[src/rtl/static_priority_selector_pkg.sv]
// -----------------------------------------------------------------------------
// static_priority_selector_pkg
//
// Shared constants and helpers for the static priority selector slice.
//   - DEFAULT_DEPTH / DEFAULT_ENQ_WIDTH / DEFAULT_SEL_WIDTH : default sizing
//   - prefix_cnt_width(n) : bits needed to hold a prefix popcount over the
//                           first n-1 bits of an n-bit vector (never zero)
// -----------------------------------------------------------------------------
package static_priority_selector_pkg;

  localparam int DEFAULT_DEPTH     = 8;
  localparam int DEFAULT_ENQ_WIDTH = 2;
  localparam int DEFAULT_SEL_WIDTH = 2;

  // A prefix count at bit i covers bits [i-1:0], so it never exceeds n-1.
  // Clamp to one bit so a single-entry instance still gets a legal vector.
  function automatic int prefix_cnt_width(input int n);
    return (n <= 2) ? 1 : $clog2(n);
  endfunction

endpackage

[src/rtl/static_kth_one_finder.sv]
// -----------------------------------------------------------------------------
// static_kth_one_finder
//
// Purely combinational: for each k in [0, Width), produces a one-hot mask
// marking the (k+1)-th set bit of vec, counting from index 0 upward. A slot
// is all-zero when vec has fewer than k+1 set bits.
//
// Ports:
//   vec  : input  [Depth-1:0]             candidate bits
//   mask : output [Width-1:0][Depth-1:0]  slot k = one-hot of the (k+1)-th one
// -----------------------------------------------------------------------------
module static_kth_one_finder
  import static_priority_selector_pkg::*;
#(
  parameter int Depth = DEFAULT_DEPTH,
  parameter int Width = DEFAULT_ENQ_WIDTH
) (
  input  logic [Depth-1:0]            vec,
  output logic [Width-1:0][Depth-1:0] mask
);

  localparam int CntWidth = prefix_cnt_width(Depth);

  // prefix[i] = number of ones in vec[i-1:0]
  logic [CntWidth-1:0] prefix [Depth];

  genvar gi, gj;

  for (gi = 0; gi < Depth; gi++) begin : g_prefix
    if (gi == 0) begin : g_first
      assign prefix[gi] = '0;
    end else begin : g_rest
      assign prefix[gi] = prefix[gi-1] + CntWidth'(vec[gi-1]);
    end
  end

  // A set bit whose prefix count equals k is exactly the (k+1)-th one, which
  // makes every slot one-hot and the slots disjoint and ordered by index.
  for (gi = 0; gi < Width; gi++) begin : g_slot
    for (gj = 0; gj < Depth; gj++) begin : g_bit
      assign mask[gi][gj] = vec[gj] && (int'(prefix[gj]) == gi);
    end
  end

endmodule

[src/rtl/static_priority_selector.sv]
// -----------------------------------------------------------------------------
// static_priority_selector
//
// Multi-port static-priority picker for queue control. Finds the EnqWidth
// lowest-indexed free entries (entry_vld_i == 0) and the SelWidth
// lowest-indexed requesting entries (sel_mask_i == 1). sel_mask_i is not
// qualified by entry_vld_i; the caller keeps it a subset of the valid bits.
//
// Ports:
//   clk           : clock, only used by the optional output register
//   rst_n         : asynchronous active-low reset of the optional register
//   entry_vld_i   : [Depth-1:0] per-entry occupied bits
//   sel_mask_i    : [Depth-1:0] per-entry selection requests
//   enq_mask_o    : [EnqWidth-1:0][Depth-1:0] slot k = (k+1)-th free entry
//   result_mask_o : [SelWidth-1:0][Depth-1:0] slot k = (k+1)-th request
//
// Build option:
//   STATIC_PRIO_SEL_OUT_REG_EN - when defined, both outputs are registered
//   (one cycle latency, cleared asynchronously by rst_n). When undefined the
//   block is purely combinational and clk/rst_n are ignored.
// -----------------------------------------------------------------------------
module static_priority_selector
  import static_priority_selector_pkg::*;
#(
  parameter int Depth    = DEFAULT_DEPTH,
  parameter int EnqWidth = DEFAULT_ENQ_WIDTH,
  parameter int SelWidth = DEFAULT_SEL_WIDTH
) (
  input  logic                          clk,
  input  logic                          rst_n,
  input  logic [Depth-1:0]              entry_vld_i,
  input  logic [Depth-1:0]              sel_mask_i,
  output logic [EnqWidth-1:0][Depth-1:0] enq_mask_o,
  output logic [SelWidth-1:0][Depth-1:0] result_mask_o
);

  localparam int PtrWidth = $clog2(Depth);

  logic [EnqWidth-1:0][Depth-1:0] enq_mask_next;
  logic [SelWidth-1:0][Depth-1:0] result_mask_next;

  // Free entries are the zeros of the valid vector.
  static_kth_one_finder #(
    .Depth (Depth),
    .Width (EnqWidth)
  ) u_enq_finder (
    .vec  (~entry_vld_i),
    .mask (enq_mask_next)
  );

  static_kth_one_finder #(
    .Depth (Depth),
    .Width (SelWidth)
  ) u_sel_finder (
    .vec  (sel_mask_i),
    .mask (result_mask_next)
  );

  // No pointer output is produced; the width is kept for wrappers that
  // derive encoded indices from these masks.
  logic [31:0] unused_ptr_width;
  assign unused_ptr_width = 32'(PtrWidth);

`ifdef STATIC_PRIO_SEL_OUT_REG_EN
  logic [EnqWidth-1:0][Depth-1:0] enq_mask_reg;
  logic [SelWidth-1:0][Depth-1:0] result_mask_reg;

  always_ff @(posedge clk or negedge rst_n) begin
    if (!rst_n) begin
      enq_mask_reg    <= '0;
      result_mask_reg <= '0;
    end else begin
      enq_mask_reg    <= enq_mask_next;
      result_mask_reg <= result_mask_next;
    end
  end

  assign enq_mask_o    = enq_mask_reg;
  assign result_mask_o = result_mask_reg;
`else
  // Combinational build: clock and reset are intentionally left unused.
  logic unused_clk_rst;
  assign unused_clk_rst = clk ^ rst_n;

  assign enq_mask_o    = enq_mask_next;
  assign result_mask_o = result_mask_next;
`endif

endmodule

[config.mk]
export PLATFORM = sky130hd
export DESIGN_NAME = static_priority_selector
export DESIGN_NICKNAME = d
export VERILOG_FILES = /design/src/rtl/static_priority_selector_pkg.sv /design/src/rtl/static_kth_one_finder.sv /design/src/rtl/static_priority_selector.sv
export SDC_FILE = /design/constraint.sdc
export NUM_CORES = 1
export LEC_CHECK = 0
export ABC_CLOCK_PERIOD_IN_PS = 9900
export BUFFER_PORTS_ARGS = -buffer_cell sky130_fd_sc_hd__buf_2
export CAP_MARGIN = 30
export CORE_ASPECT_RATIO = 0.6
export CORE_MARGIN = 2
export CORE_UTILIZATION = 35
export DETAILED_ROUTE_END_ITERATION = 12
export PLACE_DENSITY = 0.68
export SYNTH_ARGS = -nofsm -noshare
export SYNTH_HDL_FRONTEND = slang
export SYNTH_SLANG_ARGS = --single-unit
[constraint.sdc]
create_clock -name vclk -period 9.9
set_input_delay 1.485 -clock vclk [all_inputs]
set_output_delay 1.485 -clock vclk [all_outputs]
set_load 0.01 [all_outputs]
# Word-level counts from Yosys, hierarchy flattened
# Index checks and enable logic that the tools add are counted.
# classes
add_sub_neg	12
n_eq_ne	12
n_bitwise	1
reduce_logical	42
# op_table
cell	count
3-bit zero test	14
3-bit by 2-bit equality test with 1-bit output, second input constant	12
3-bit by 1-bit adder with 3-bit output	10
1-bit logical AND	28
8-bit inverter	1
1-bit by 1-bit adder with 2-bit output	2
# word_totals
regBits	0
out_inout_bits	32
word_cells	67

# Logic depth before layout (Yosys ltp)
# logic_depth
ltp_word	9
ltp_mapped	10
ltp_nobuf	10

# Cells and area by module
# Synthesis repeated with hierarchy kept, for this count alone.
# hier_totals
cells_unflattened	90
hier_area_um2	860.8
# by_module_without_submodules
module	instances	cells_each	area_each_um2
static_kth_one_finder	2	41	415.4
static_priority_selector	1	8	30.0

# Least setup slack after synthesis
# Ideal clock, no wire load.
# synth_timing
kind	input to output
start	input port sel_mask_i[0]
end	output port result_mask_o[15] in the netlist's numbering
arrival_ps	4483
slack_ps	3932
path_stages	10
path_cell_list	inv_1 > fa_1 > inv_1 > ha_1 > fa_1 > ha_1 > ha_1 > ha_1 > or4bb_1 > mux2i_1
# synth_rtl
item	line	rtl
start: declaration	static_priority_selector.sv:32	input logic [Depth-1:0] sel_mask_i,
end: declaration	static_priority_selector.sv:34	output logic [SelWidth-1:0][Depth-1:0] result_mask_o

==> results by group <==
Finish
  – Inserted Diodes: 0
  – Final sequential cell count: 0
  – Area Growth Syn to Fin: 31.4%
  – Fillers: 234
  – Area of the multi-input gates: 729 um2
  – Seq. cell area: 0 um2
  – Layout cell share with drive strength beyond 1: 0.400
  – Layout Nets: 173
  – # clk buffers: 0

Detailed routing
  – Average wire per standard cell: 10.5 um
  – DRC Markers: 0
  – Final wirelength: 1.63 mm
  – DR vias/cell: 4.81
  – Vias: 746
  – Initial DRC Count: 21
  – Post-DRT Antenna Nets: 0
  – Pre-antenna DRT Iters: 4

Clock network
  – Post-CTS Setup Inserts: 0
  – Hold buffers post-CTS: 0
  – Post-cts sizing count: 0

Global routing
  – Vias in the first global route: 615
  – Pin count of the biggest net entering global routing: 5
  – Global route overflow: 0
  – First-pass GRT wire length: 2.45 mm
  – Initial antenna violation count: 0
  – Total GRT Usage: 0.113

Hold path
  – Hold Path Class: in -> out
  – WHS Path Cells: 2

Synthesis
  – Yosys top cell area share: 0.379
  – Warnings from Yosys: 0
  – Most frequent cell after synthesis: ha_1
  – Post-Synthesis Cells: 81
  – Syn_area_per_cell: 9.79 um2
  – Yosys top cell by area: ha_1
  – Mapped cell area: 793 um2
  – Synth top cells by count: ha_1 (24), inv_1 (12), nor4b_1 (10), nor4_1 (6), fa_1 (4)
  – Synth top area cells: ha_1 (38%), nor4b_1 (11%), fa_1 (10%)
  – Yosys cell types: 20
  – Sequential fraction of the synthesis area: 0

Timing
  – Fin crit period: 6.26 ns
  – Crit share post-route: 0.633
  – Slew Limit Fails: 0
  – RSZ-0062 raised after global routing: no
  – Final setup violation count: 0
  – Final Hold Fails: 0
  – FMAX: 160 MHz
  – Fin worst setup slack: 3.64 ns
  – Post-Route Setup TNS: 0 ns

Floorplanning
  – Row count: 13
  – I/O Pins: 50
  – Die ar.: 0.00268 mm2
  – Die X: 65.5 um
  – Chip Height: 40.9 um
  – Core ar.: 0.00215 mm2
  – Initial Util: 0.369

Status
  – Status: completed

Critical path
  – Setup Crit Path Kind: in -> out
  – CP arrival: 4.78 ns
  – Worst Setup End Kind: primary output
  – Worst Setup EP: result_mask_o[15]
  – Crit path from: sel_mask_i[0]
  – CP Launch Type: primary input
  – Crit-path max FO: 4
  – Critical Path RT: 8.42 ns

Place
  – Port bufs: 46
  – Pre-CTS setup slack: 3.62 ns
  – DP HPWL: 1.52 mm
  – Final GP Congestion: 0.644

Pwr
  – Cell Pwr Density: 105 mW/mm2
  – Leakage power: 0.624 nW
  – VDD IR max: 0.0000631 V

Run
  – Max cap viols: 0
-- logic make-up after synthesis --
group,Yosys count,share of synthesized area
adder cells (fa/ha/maj),28,0.480
multiplexers,4,0.0599
AND/OR/NAND/NOR,29,0.285
XOR/XNOR,4,0.0852
buffers and inverters,15,0.0852
other,1,0.00473
-- layout make-up --
class	instances	area share
Timing Repair Buffer	46	0.221
Multi-Input combinational cell	67	0.700
Tap cell	30	0.0360
Inverter	12	0.0432
-- routing by layer --
layer / global-route usage / vias to the layer above / share of wire
met5: 0 / - / 0
met4: 0 / 0 / 0
met3: 0.00824 / 0 / 0.071
met2: 0.214 / 22 / 0.46
met1: 0.156 / 339 / 0.47
li1: - / 385 / -
-- cells in the final DEF, fill, tap and decap left out, types with 3 or more instances in the layout --
master / instances
buf_2: 46
fa_1: 4
ha_1: 24
inv_1: 12
nor4_1: 6
nor4b_1: 10
nor4bb_1: 3
-- metrics by stage --
stage | total power [mW] | cells | hold slack (ns) | utilization | instance area [um2]
after floorplan | 0.0794 | 82 | 3.02 | - | 797
after global placement | 0.106 | 155 | 3.19 | 0.485 | 1040
after detailed placement | 0.110 | 155 | 3.20 | 0.485 | 1040
after CTS | 0.110 | 155 | 3.20 | 0.485 | 1040
after global routing | 0.124 | 155 | 3.21 | 0.485 | 1040
final | 0.110 | 155 | 3.20 | 0.485 | 1040
-- critical path, stage by stage --
cell     delay [ns]
buf_2          0.10
inv_1          0.08
fa_1           0.56
inv_1          0.06
ha_1           0.19
fa_1           0.48
ha_1           0.35
ha_1           0.34
ha_1           0.34
or4bb_1        0.50
mux2i_1        0.14
buf_2          0.15
-- worst min path at each step --
stage	to	slack, ns	startpoint
CTS	result_mask_o[0]	3.20	sel_mask_i[0]
global placement	result_mask_o[0]	3.19	sel_mask_i[0]
global route	result_mask_o[0]	3.21	sel_mask_i[0]
finish	result_mask_o[0]	3.20	sel_mask_i[0]
floorplan	enq_mask_o[10]	3.02	entry_vld_i[2]
detailed placement	result_mask_o[0]	3.20	sel_mask_i[0]
-- power breakdown --
part / leakage, nW / switching [mW] / total, mW / internal, mW
sequential: 0 / 0 / 0 / 0
combinational: 0.624 / 0.0556 / 0.110 / 0.0539
clock: 0 / 0 / 0 / 0
No activity file was read; power rests on OpenSTA's default activity.
